--- config.mk ---
export PLATFORM = sky130hd
export DESIGN_NAME = multi_pad_receiver
export DESIGN_NICKNAME = d
export VERILOG_FILES = /design/src/rtl/multi_pad_receiver.sv
export SDC_FILE = /design/constraint.sdc
export NUM_CORES = 1
export LEC_CHECK = 0
export CORE_UTILIZATION = 32
export DETAILED_ROUTE_END_ITERATION = 12
export GPL_ROUTABILITY_DRIVEN = 0
export PLACE_DENSITY = 0.47
export SETUP_SLACK_MARGIN = 0.4
export SKIP_CTS_REPAIR_TIMING = 1
export SLEW_MARGIN = 20
export SYNTH_ARGS = -nofsm -noshare
export SYNTH_HDL_FRONTEND = slang
export SYNTH_SLANG_ARGS = --single-unit
--- constraint.sdc ---
create_clock -name system_clk_50MHz -period 3.4 [get_ports system_clk_50MHz]
set_clock_uncertainty 0.2 [all_clocks]
set_input_delay 0.68 -clock system_clk_50MHz [delete_from_list [all_inputs] [get_ports system_clk_50MHz]]
set_output_delay 0.68 -clock system_clk_50MHz [all_outputs]
set_load 0.005 [all_outputs]
--- src/rtl/multi_pad_receiver.sv ---
// Shared-latch NES/SNES pad receiver: polls NUM_PADS pads over common latch/clock
// lines and publishes active-high button vectors with per-pad presence flags.
//
//   state | meaning
//   IDLE  | waiting for poll counter expiry, poll_req or pending request
//   LATCH | pad_latch high; bit 0 sampled on the last cycle
//   LOW   | pad_clk low half-period
//   HIGH  | pad_clk high half-period; bit k sampled on the last cycle
//   DONE  | publish buttons/presence, frame_valid pulse
module multi_pad_receiver #(
   parameter int NUM_PADS     = 2,
   parameter int NUM_BITS     = 12,
   parameter int POLL_CYCLES  = 833333,
   parameter int LATCH_CYCLES = 600,
   parameter int HALF_CYCLES  = 300
) (
   input  logic                         system_clk_50MHz,
   input  logic                         reset,
   input  logic                         poll_req,
   input  logic [NUM_PADS-1:0]          pad_data,
   output logic                         pad_latch,
   output logic                         pad_clk,
   output logic [NUM_PADS*NUM_BITS-1:0] buttons,
   output logic [NUM_PADS-1:0]          pad_present,
   output logic                         frame_valid,
   output logic                         busy
);

   localparam logic [2:0] IDLE  = 3'd0;
   localparam logic [2:0] LATCH = 3'd1;
   localparam logic [2:0] LOW   = 3'd2;
   localparam logic [2:0] HIGH  = 3'd3;
   localparam logic [2:0] DONE  = 3'd4;

   localparam int POLL_W = $clog2(POLL_CYCLES + 1);
   localparam int TMR_MAX = (LATCH_CYCLES > HALF_CYCLES) ? LATCH_CYCLES : HALF_CYCLES;
   localparam int TMR_W = $clog2(TMR_MAX + 1);
   localparam int BIT_W = $clog2(NUM_BITS + 1);
   localparam int NPB = NUM_PADS * NUM_BITS;

   localparam logic [POLL_W-1:0] POLL_MAX = POLL_W'(POLL_CYCLES - 1);
   localparam logic [TMR_W-1:0]  LATCH_TC = TMR_W'(LATCH_CYCLES - 1);
   localparam logic [TMR_W-1:0]  HALF_TC  = TMR_W'(HALF_CYCLES - 1);
   localparam logic [BIT_W-1:0]  LAST_BIT = BIT_W'(NUM_BITS - 1);

   logic [2:0]          state_q, state_d;
   logic [POLL_W-1:0]   poll_cnt_q, poll_cnt_d;
   logic [TMR_W-1:0]    timer_q, timer_d;
   logic [BIT_W-1:0]    bit_cnt_q, bit_cnt_d;
   logic                pending_q, pending_d;
   logic [NUM_PADS-1:0] sync1_q, sync1_d, sync2_q, sync2_d;
   logic [NPB-1:0]      shift_q, shift_d;
   logic [NPB-1:0]      buttons_q, buttons_d;
   logic [NUM_PADS-1:0] present_q, present_d;
   logic                pad_latch_q, pad_latch_d;
   logic                pad_clk_q, pad_clk_d;
   logic                busy_q, busy_d;
   logic                frame_valid_q, frame_valid_d;
   logic                sample;

   always_comb begin
      state_d    = state_q;
      poll_cnt_d = (poll_cnt_q == POLL_MAX) ? poll_cnt_q : poll_cnt_q + POLL_W'(1);
      timer_d    = timer_q;
      bit_cnt_d  = bit_cnt_q;
      pending_d  = pending_q | (poll_req & (state_q != IDLE));
      sample     = 1'b0;
      case (state_q)
         IDLE: begin
            if ((poll_cnt_q == POLL_MAX) || poll_req || pending_q) begin
               state_d    = LATCH;
               poll_cnt_d = '0;
               pending_d  = 1'b0;
               timer_d    = LATCH_TC;
            end
         end
         LATCH: begin
            if (timer_q == '0) begin
               sample    = 1'b1;
               state_d   = LOW;
               timer_d   = HALF_TC;
               bit_cnt_d = BIT_W'(1);
            end else begin
               timer_d = timer_q - TMR_W'(1);
            end
         end
         LOW: begin
            if (timer_q == '0) begin
               state_d = HIGH;
               timer_d = HALF_TC;
            end else begin
               timer_d = timer_q - TMR_W'(1);
            end
         end
         HIGH: begin
            if (timer_q == '0) begin
               sample = 1'b1;
               if (bit_cnt_q == LAST_BIT) begin
                  state_d = DONE;
               end else begin
                  state_d   = LOW;
                  timer_d   = HALF_TC;
                  bit_cnt_d = bit_cnt_q + BIT_W'(1);
               end
            end else begin
               timer_d = timer_q - TMR_W'(1);
            end
         end
         DONE:    state_d = IDLE;
         default: state_d = IDLE;
      endcase
   end

   // Per-pad shift right so the first bit captured ends up at index 0
   always_comb begin
      sync1_d   = pad_data;
      sync2_d   = sync1_q;
      shift_d   = shift_q;
      buttons_d = buttons_q;
      present_d = present_q;
      if (sample) begin
         for (int p = 0; p < NUM_PADS; p++) begin
            shift_d[p*NUM_BITS +: NUM_BITS] =
               {sync2_q[p], shift_q[p*NUM_BITS+1 +: NUM_BITS-1]};
         end
      end
      if (state_q == DONE) begin
         for (int p = 0; p < NUM_PADS; p++) begin
            present_d[p] = |shift_q[p*NUM_BITS +: NUM_BITS];
            buttons_d[p*NUM_BITS +: NUM_BITS] = present_d[p] ?
               ~shift_q[p*NUM_BITS +: NUM_BITS] : '0;
         end
      end
      pad_latch_d   = (state_q == LATCH);
      pad_clk_d     = (state_q != LOW);
      busy_d        = (state_q != IDLE);
      frame_valid_d = (state_q == DONE);
   end

   always_ff @(posedge system_clk_50MHz) begin
      if (reset) begin
         state_q       <= IDLE;
         poll_cnt_q    <= '0;
         timer_q       <= '0;
         bit_cnt_q     <= '0;
         pending_q     <= 1'b0;
         sync1_q       <= '0;
         sync2_q       <= '0;
         shift_q       <= '0;
         buttons_q     <= '0;
         present_q     <= '0;
         pad_latch_q   <= 1'b0;
         pad_clk_q     <= 1'b1;
         busy_q        <= 1'b0;
         frame_valid_q <= 1'b0;
      end else begin
         state_q       <= state_d;
         poll_cnt_q    <= poll_cnt_d;
         timer_q       <= timer_d;
         bit_cnt_q     <= bit_cnt_d;
         pending_q     <= pending_d;
         sync1_q       <= sync1_d;
         sync2_q       <= sync2_d;
         shift_q       <= shift_d;
         buttons_q     <= buttons_d;
         present_q     <= present_d;
         pad_latch_q   <= pad_latch_d;
         pad_clk_q     <= pad_clk_d;
         busy_q        <= busy_d;
         frame_valid_q <= frame_valid_d;
      end
   end

   assign pad_latch   = pad_latch_q;
   assign pad_clk     = pad_clk_q;
   assign buttons     = buttons_q;
   assign pad_present = present_q;
   assign frame_valid = frame_valid_q;
   assign busy        = busy_q;

endmodule

==> results of run 1 <==
==> synth_stat cells (2+ instances only) <==
cell,count
dfxtp_1,96
o211ai_1,2
buf_2,4
a221oi_2,2
nor2b_1,7
o31ai_1,2
and3_1,5
or4_1,4
buf_4,2
a31o_2,3
xnor2_1,7
nor2_1,63
or3_1,3
ha_1,4
nand4_1,10
a2bb2oi_1,24
nand3_1,6
or4b_1,2
and4_1,2
xor2_1,12
a211oi_1,4
inv_1,8
nor3_1,12
buf_1,2
and2_1,2
clkbuf_1,18
a21oi_1,36
nand2_1,69
nor4b_1,3
o21ai_0,9
or2_2,2
nor4_1,8
==> sequential cells by signal, summed over array words and instances, names as in the netlist <==
register,count
frame_valid,1
bit_cnt_q,4
pad_latch,1
state_q,3
pending_q,1
poll_cnt_q,20
busy,1
pad_present,2
buttons,24
timer_q,10
sync2_q,2
pad_clk,1
sync1_q,2
shift_q,24
==> worst max path at each step <==
stage | cells after the start | to | slack [ns]
after global routing | 8 | shift_q[11]$_SDFFE_PP0P_ | 0.44
after global placement | 8 | shift_q[11]$_SDFFE_PP0P_ | 0.69
after floorplan | 6 | state_q[0]$_SDFFE_PP0P_ | 0.95
after CTS | 5 | poll_cnt_q[7]$_SDFF_PP0_ | 0.71
after detailed placement | 5 | poll_cnt_q[7]$_SDFF_PP0_ | 0.73
final | 8 | shift_q[5]$_SDFFE_PP0P_ | 0.72
==> critical path, stage by stage (launching register included) <==
cell and delay (ns):
dfxtp_1 0.32, inv_1 0.09, ha_1 0.24, nor4b_1 0.65, and3_1 0.45, and2_1 0.18
buf_4 0.26, nand2_1 0.08, a21oi_1 0.13
==> through the flow <==
| step | util, % | worst slack, ns | std cells | hold slack (ns) |
|---|---|---|---|---|
| floorplan | - | 0.9533 | 451 | 0.2138 |
| global placement | 36.49 | 0.6856 | 611 | 0.2199 |
| detailed placement | 36.49 | 0.7266 | 611 | 0.2293 |
| CTS | 38.96 | 0.7124 | 626 | 0.2388 |
| global route | 38.96 | 0.4360 | 626 | 0.2609 |
| finish | 38.96 | 0.7167 | 626 | 0.2347 |
==> area by class of cell <==
cell class | count | area, um^2 | area share, %
repair buffers | 39 | 372.9 | 8.000
well taps | 147 | 183.9 | 3.946
multi-input cells | 321 | 1856 | 39.81
flip-flops and latches | 96 | 1922 | 41.23
clock inverters | 4 | 53.80 | 1.154
clock buffers | 11 | 242.7 | 5.208
inverters | 8 | 30.03 | 0.6443
==> cells by family after synthesis <==
kind of cell,Yosys count
flops,96
fa+ha+maj,4
buf+inv,34
mux,2
xor+xnor,19
compound gates,91
simple gates,205
==> metal layers <==
metal	share of wire, %	track usage [%]	routed length (um)
met2	46	22.96	3971
met3	3.6	5.022	309
met4	1.2	4.533	104
met1	50	18.77	4314
met5	0	0	0
==> cell usage in the layout, fill, tap and decap left out, types with 6 or more instances in the layout <==
cell             synthesis  layout
nand2_1                 69      69
nor2b_1                  7       7
nor3_1                  12      12
o21ai_0                  9       9
clkbuf_16                0       9
a21oi_1                 36      36
clkdlybuf4s50_1          0      33
nand3_1                  6       6
inv_1                    8       8
a2bb2oi_1               24      24
dfxtp_1                 96      96
nand4_1                 10      10
nor4_1                   8       8
nor2_1                  63      63
xnor2_1                  7       7
xor2_1                  12      12
==> power by group through the flow <==
| stage | Clock, W | Combinational (W) | Sequential (W) |
|---|---|---|---|
| after detailed placement | 0 | 0.000631 | 0.00132 |
| after global routing | 0.00111 | 0.000705 | 0.00132 |
| after floorplan | 0 | 0.000497 | 0.00130 |
| after CTS | 0.00105 | 0.000635 | 0.00130 |
| after global placement | 0 | 0.000629 | 0.00132 |
| final | 0.00102 | 0.000630 | 0.00130 |
==> metrics.md, run 1 <==
| Metric | Value |
|---|---|
| Crit Path Max Fanout | 24 |
| Placement Cell Area | 4364 um^2 |
| Max-slew headroom | 48.67% |
| Largest net degree at the start of global routing | 62 |
| Post-synth EDFFs | 0 |
| Setup TNS Final | 0 ns |
| Vias post-DR | 3177 |
| N_diodes | 0 |
| Initial core utilization | 32.75% |
| # IOs | 35 |
| Avg WL per Cell | 13.90 um |
| Simple-gate share of the synthesized area | 24.82% |
| Peak VDD IR | 0.2580 mV |
| DRT iter0 DRCs | 173 |
| Worst slew pin tran | 0.7593 ns |
| Average size of a mapped cell | 8.686 um^2 |
| PD cells | 632.7 nW/um^2 |
| Core area | 11960 um^2 |
| Share of layout cells above drive strength 1 | 7.098% |
| CP arrival | 2.76 ns |
| CTS Buffer Depth | 2 |
| Number of fill cells in the layout | 1217 |
| Adder-Cell Fraction of Synth Area | 1.278% |
| CP startpoint | timer_q[0]$_SDFFE_PP0P_ |
| Via density | 5.075 |
| Rows | 40 |
| Area leader, netlist | dfxtp_1 |
| Hold_sp | sync2_q[1]$_SDFF_PP0_ |
| Hold EP | shift_q[23]$_SDFFE_PP0P_ |
| Setup CP Type | register to register |
| Worst R2R Start | timer_q[0]$_SDFFE_PP0P_ |
| Clock latency on the worst-skew pair | 0.35 ns |
| Total GRT Usage | 14.60% |
| Hold Crit Depth | 2 |
| Top cells by area, synth | dfxtp_1, nand2_1, nor2_1, a2bb2oi_1, a21oi_1 |
| Final setup viols | 0 |
| Compound-Gate Fraction of Synth Area | 16.38% |
| CTS clk-pin slew, worst paths | 0.07 ns |
| Async SR Flop Fraction | 0% |
| Element type at the critical path start | register |
| Final-report max-slew violation count | 0 |
| Top-area cell type share of the netlist area | 49.06% |
| Clock Tree Root | clkbuf_16 |
| Synthesis warning total | 0 |
| HP Class | register to register |
| Final Cycle Share | 78.92% |
| Status | finished clean |
| Cells after Synth | 451 |
| Die height | 112.6 um |
| ANT nets after route | 0 |
| Endpoints failing hold | 0 |
| Number of global-route vias before repair | 2933 |
| Remaining Overflow, GRT | 0 |
| Hpwl dp | 5717 um |
| Number of buffers created by CTS | 9 |
| TritonCTS Sinks | 96 |
| Total power | 0.002949 W |
| Xor-xnor portion of the synthesized cell area | 4.248% |
| Logic gate share of total power | 21.4% |
| R2r endpoint | shift_q[5]$_SDFFE_PP0P_ |
| Clock share of power | 34.5% |
| Seq pwr share | 44.1% |
| Number of nets in the layout | 484 |
| IO Port Bufs | 34 |
| R2r worst-path depth | 8 |
| Net switching fraction of the power | 30.41% |
| Die width | 112.6 um |
| RSZ-0062 raised after global routing | false |
| Post-route cell area | 4661 um^2 |
| CP Capture Type | register |
| Initial antenna violation count | 0 |
| CTS tree | built |
| Final min period | 2.683 ns |
| DRC viols | 0 |
| Flop2flop setup slack | 0.72 ns |
| Routed WL | 8699 um |
| Crit path required time | 3.47 ns |
| Number of library cell types mapped by synthesis | 50 |
| Post-Syn Area | 3918 um^2 |
| Fmax | 372.7 MHz |
| Clock H-tree levels | 3 |
| Seq/Total Area, Yosys | 49.06% |
| Syn-to-layout area delta | 18.97% |
| Largest family of logic cells by synthesized area | simple AND/OR/NAND/NOR gates |
| Internal Power | 0.002052 W |
| Top FF cell, synth | dfxtp_1 |
| DIE AREA | 12690 um^2 |
| Maxcap violations | 0 |
| Post-synthesis mux area share | 0.6388% |
| First-pass DRT Iterations | 4 |
| First-pass GRT wire length | 14730 um |
| P_leak | 1.669 nW |
| Mapped Nets | 460 |
| Psw | 0.0008969 W |
| Yosys reg bits | 96 |
(Power assumes the default switching activity.)
==> inputs of run 2 (changes only) <==
Settings changed: PLACE_DENSITY 0.47 to 0.49.
Clock period 3.4 ns to 2.2 ns, I/O delays scaled along.
==> metrics.md, run 2 (synthesis results as in run 1) <==
| Metric | Value |
|---|---|
| HP Class | register to register |
| Setup CP Type | register to register |
| ANT nets after route | 0 (unchanged) |
| Via density | 5.030 (-0.89%) |
| Worst slew pin tran | 0.5323 ns (-0.2270 ns) |
| Logic gate share of total power | 25.4% (+4.0 points) |
| Endpoints failing hold | 0 (unchanged) |
| Internal Power | 0.003744 W (+82%) |
| Multi-input gate area | 2023 um^2 (+9.0%) |
| Number of global-route vias before repair | 3083 (+5.1%) |
| IO Port Bufs | 34 (unchanged) |
| Vias post-DR | 3345 (+5.3%) |
| Final-report max-slew violation count | 0 (unchanged) |
| Cells after DPL | 640 (+4.7%) |
| Crit path required time | 2.22 ns (-1.25 ns) |
| Final std cells w/o fill | 665 (+6.2%) |
| Clock latency on the worst-skew pair | 0.35 ns (about the same) |
| Avg WL per Cell | 14.61 um (+5.2%) |
| Total power | 0.005307 W (+80%) |
| PD cells | 1003 nW/um^2 (+59%) |
| Rows | 40 (unchanged) |
| Die width | 112.6 um (unchanged) |
| Element type at the critical path start | register |
| Routed WL | 9718 um (+12%) |
| DIE AREA | 12690 um^2 (unchanged) |
| DRC viols | 0 (unchanged) |
| Syn-to-layout area delta | 35.07% |
| First-pass GRT wire length | 15400 um (+4.5%) |
| Status | finished, violations left |
| Number of nets in the layout | 522 (+7.9%) |
| Worst Slack Setup Final | -0.2541 ns (-0.9708 ns) |
| Crit Path Max Fanout | 8 (-67%) |
| Peak VDD IR | 0.4852 mV (+88%) |
| Clock share of power | 36.4% (+1.9 points) |
| RSZ-0062 raised after global routing | true |
| CP arrival | 2.47 ns (-0.29 ns) |
| Post-route cell area | 5291 um^2 (+14%) |
| Largest net degree at the start of global routing | 39 (-37%) |
| Max-slew headroom | 64.51% (+16 points) |
| Fmax | 407.5 MHz (+9.3%) |
| Maxcap violations | 0 (unchanged) |
| Total GRT Usage | 15.27% (+0.67 points) |
| CTS tree | built |
| Final core area utilization | 44.24% (+5.3 points) |
| Clock Tree Root | clkbuf_16 |
| Register area | 1941 um^2 (+0.98%) |
| TritonCTS Sinks | 96 (unchanged) |
| Final setup viols | 33 (+33) |
| Placement Cell Area | 4627 um^2 (+6.0%) |
| Clock H-tree levels | 3 (unchanged) |
| Most frequent cells in the layout | dfxtp_1, nand2_1, nor2_1 |
| Initial antenna violation count | 0 (unchanged) |
| CTS clk-pin slew, worst paths | 0.07 ns (about the same) |
| Seq pwr share | 38.2% (-5.9 points) |
| CTS Buffer Depth | 2 (unchanged) |
| DRT iter0 DRCs | 188 (+8.7%) |
| N_diodes | 0 (unchanged) |
| Net switching fraction of the power | 29.46% (-0.95 points) |
| Number of buffers created by CTS | 9 (unchanged) |
| Psw | 0.001564 W (+74%) |
| P_leak | 2.480 nW (+49%) |
| Failing checks | setup timing |
| Final Cycle Share | 111.5% (+33 points) |
| Most common cell after layout, fill and taps aside | dfxtp_1 |
| Share of layout cells above drive strength 1 | 22.20% (+15 points) |
| CP Capture Type | register |
| Remaining Overflow, GRT | 0 (unchanged) |
| Initial core utilization | 32.75% (unchanged) |
| Number of fill cells in the layout | 1175 (-3.5%) |
| First-pass DRT Iterations | 4 (unchanged) |
| Die height | 112.6 um (unchanged) |
| Hpwl dp | 6233 um (+9.0%) |
| Final min period | 2.454 ns (-0.2292 ns) |
| # IOs | 35 (unchanged) |
| Core area | 11960 um^2 (unchanged) |
## run 2: cell count changes in the layout (fill, tap and decap cells not counted), moves of 4 or more
| cell | before | now |
|---|---|---|
| dfxtp_1 | 96 | 81 |
| dfxtp_2 | 0 | 15 |
| dlymetal6s2s_1 | 0 | 30 |
| a21oi_1 | 36 | 25 |
| buf_4 | 5 | 34 |
| and2_4 | 1 | 5 |
| a21oi_2 | 0 | 11 |
| clkdlybuf4s50_1 | 33 | 3 |
| buf_6 | 0 | 5 |
## run 2: final cells by class
| type | count | area share [%] |
|---|---|---|
| inverter | 8 | 0.6148 |
| timing repair buffer | 74 | 14.02 |
| clock buffer | 10 | 4.516 |
| sequential | 96 | 36.68 |
| clock inverter | 6 | 2.459 |
| tap | 147 | 3.476 |
| multi-input combinational | 324 | 38.24 |
## run 2: metal layers
layer  global-route usage (%)  wire, um
met1                    21.13      5053
met2                    22.51      4242
met3                    2.970       254
met4                    7.822       167
met5                        0         0
## run 2: stage by stage
step	hold WS, ns	setup TNS, ns	setup slack, ns
global route	0.2620	-8.734	-0.3305
detailed placement	0.2204	-6.348	-0.2691
CTS	0.2361	-6.771	-0.2861
floorplan	0.2138	-2.680	-0.2327
finish	0.2340	-5.760	-0.2541
global placement	0.2239	-5.061	-0.2020
## run 2: path summary, 6_finish.rpt
check                                 start                       to  slack, ns  depth (start not counted)
hold / removal        sync1_q[1]$_SDFF_PP0_    sync2_q[1]$_SDFF_PP0_       0.23                          1
setup / recovery  poll_cnt_q[11]$_SDFF_PP0_  timer_q[8]$_SDFFE_PP0P_      -0.25                          7
hold reg to reg       sync1_q[1]$_SDFF_PP0_    sync2_q[1]$_SDFF_PP0_       0.23                          1
setup reg to reg  poll_cnt_q[11]$_SDFF_PP0_  timer_q[8]$_SDFFE_PP0P_      -0.25                          7
## run 2: power groups by stage
stage                     logic (W)  registers, W  clock network [W]
final                       0.00135       0.00203            0.00193
after global routing        0.00151       0.00205            0.00206
after CTS                   0.00119       0.00202            0.00198
after detailed placement    0.00119       0.00206                  0
after global placement      0.00117       0.00206                  0
after floorplan            0.000837       0.00202                  0
## run 2: critical path, stage by stage (launching register included)
cell and delay [ns]:
dfxtp_2 0.32, or4b_4 0.53, or4_4 0.55, o211ai_4 0.26, buf_12 0.16, buf_4 0.11
a31o_4 0.14, a21oi_2 0.04
==> RTL change (settings of run 2) <==
The output `busy` loses its register stage (`busy_q` becomes a continuous assignment).
--- a/src/rtl/multi_pad_receiver.sv
+++ b/src/rtl/multi_pad_receiver.sv
@@ -151,7 +151,6 @@
          present_q     <= '0;
          pad_latch_q   <= 1'b0;
          pad_clk_q     <= 1'b1;
-         busy_q        <= 1'b0;
          frame_valid_q <= 1'b0;
       end else begin
          state_q       <= state_d;
@@ -166,10 +165,11 @@
          present_q     <= present_d;
          pad_latch_q   <= pad_latch_d;
          pad_clk_q     <= pad_clk_d;
-         busy_q        <= busy_d;
          frame_valid_q <= frame_valid_d;
       end
    end
+
+   assign busy_q = busy_d;
 
    assign pad_latch   = pad_latch_q;
    assign pad_clk     = pad_clk_q;
Function: changed (a bounded check fails within 4 cycles, from zero or initial values and one cycle with reset high).
==> RTL change against run 2 <==
- routed wire length fell by 4.6%
- utilization rose by 2.1 points
- die area rose by 2.1%
- sequential power fell by 11%
- final area rose by 6.0%
- synthesized area rose by 2.2%
- total power fell by 23%
- worst setup slack improved by 0.26 ns
- sequential cell count fell by 1
==> RTL change: results (changes against run 2) <==
GRT Overall Usage=0.137 (was 0.153); number of I/O port buffers=34 (unchanged); synth warn=0 (unchanged); Pleak=2.53 nW (was 2.48 nW); Post-DP HPWL=5850 um (was 6230 um); DP Worst Slack=-0.0322 ns (was -0.269 ns); final WL=9270 um (was 9720 um); Top delay family on crit path=buffers and inverters (was simple AND/OR/NAND/NOR gates); vias in the first global route=2920 (was 3083); register area=1920 um^2 (was 1940 um^2); critical path type=reg -> out (was reg -> reg); antenna violations before repair=0 (unchanged); initial drt markers=168 (was 188); Post-Syn Nets=437 (was 460); grt met2 use=0.216 (was 0.225); Synth Area per Inst=9.35 um^2 (was 8.69 um^2); Placed Cells=631 (was 640); Crit path arrival time=1.56 ns (was 2.47 ns); WL/cell=13.9 um (was 14.6 um); slew of the pin with the lowest slew margin=0.689 ns (was 0.532 ns); worst r2r src=timer_q[1]$_SDFFE_PP0P_ (was poll_cnt_q[11]$_SDFF_PP0_); Vias=3269 (was 3345); status=finished, final reports clean (was finished, violations left); CP Launch Point=state_q[2]$_SDFFE_PP0P_ (was poll_cnt_q[11]$_SDFF_PP0_); synth cell count leaders=dfxtp_1, nor2_1, mux2i_1, a2bb2oi_1, nand2_1 (was dfxtp_1, nand2_1, nor2_1, a21oi_1, a2bb2oi_1); CP peak stage delay=0.44 ns (was 0.55 ns); post-synthesis sequential area ratio=0.475 (was 0.491); Yosys cell types=60 (was 50); largest net degree at the start of global routing=74 (was 39); Crit Path Max Fanout=3 (was 8); met1 usage=0.176 (was 0.211); Nets=504 (was 522); FILL cells=1174 (was 1175); Hold Startpoint=sync1_q[0]$_SDFF_PP0_ (was sync1_q[1]$_SDFF_PP0_); first-pass GRT wire length=14100 um (was 15400 um); synth top area cells=dfxtp_1, nor2_1, mux2i_1, a2bb2oi_1, xor2_1 (was dfxtp_1, nand2_1, nor2_1, a2bb2oi_1, a21oi_1); layout cells sized above 1=0.284 (was 0.222); CP max stage cell=clkdlybuf4s50_1 (was or4_4); placed instance area=4660 um^2 (was 4630 um^2); worst vdd ir=0.000369 V (was 0.000485 V); M3 GR Usage=0.0367 (was 0.0297)
RTL change: cell count changes after synthesis, moves of 6 or more:
cell,run 2,this run
nand2_1,69,20
mux2i_1,1,25
nand3_1,6,12
a21oi_1,36,13
o21ai_0,9,3
nor2_1,63,87
RTL change: worst paths after layout:
path / endpoint / slack [ns] / cells past startpoint
hold reg to reg: sync2_q[0]$_SDFF_PP0_ / 0.24 / 1
setup / recovery: busy / 0.004 / 4
hold / removal: sync2_q[0]$_SDFF_PP0_ / 0.24 / 1
setup reg to reg: bit_cnt_q[2]$_SDFFE_PP0P_ / 0.02 / 8
RTL change: logic make-up (layout without fill, tap and decap cells):
group,count (synthesis),count (layout),share of synthesized area
multiplexers,25,25,0.0625
flip-flops,95,95,0.475
adder cells (fa/ha/maj),4,4,0.0125
AND/OR/NAND/NOR,175,175,0.215
XOR/XNOR,18,18,0.0394
AO/OA/AOI/OAI,75,75,0.142
buffers and inverters,36,108,0.0538
RTL change: power breakdown:
part / leakage (nW) / internal, mW / switching, mW / total (mW)
clock: 0.151 / 0.923 / 0.670 / 1.59
combinational: 1.60 / 0.326 / 0.376 / 0.702
sequential: 0.776 / 1.76 / 0.0494 / 1.81
total: 2.53 / 3.01 / 1.10 / 4.11
RTL change: per-layer routing:
layer | vias up | wire (um)
met5 | - | 0
met4 | 0 | 161
met3 | 14 | 340
met2 | 64 | 4300
met1 | 1523 | 4460
li1 | 1668 | -
RTL change: final cells by class:
| type | instances | area share |
|---|---|---|
| Sequential cell | 95 | 0.343 |
| Clock inverter | 5 | 0.0109 |
| Tap cell | 168 | 0.0375 |
| Inverter | 11 | 0.00736 |
| Multi-Input combinational cell | 297 | 0.405 |
| Clock buffer | 11 | 0.0433 |
| Timing Repair Buffer | 81 | 0.153 |
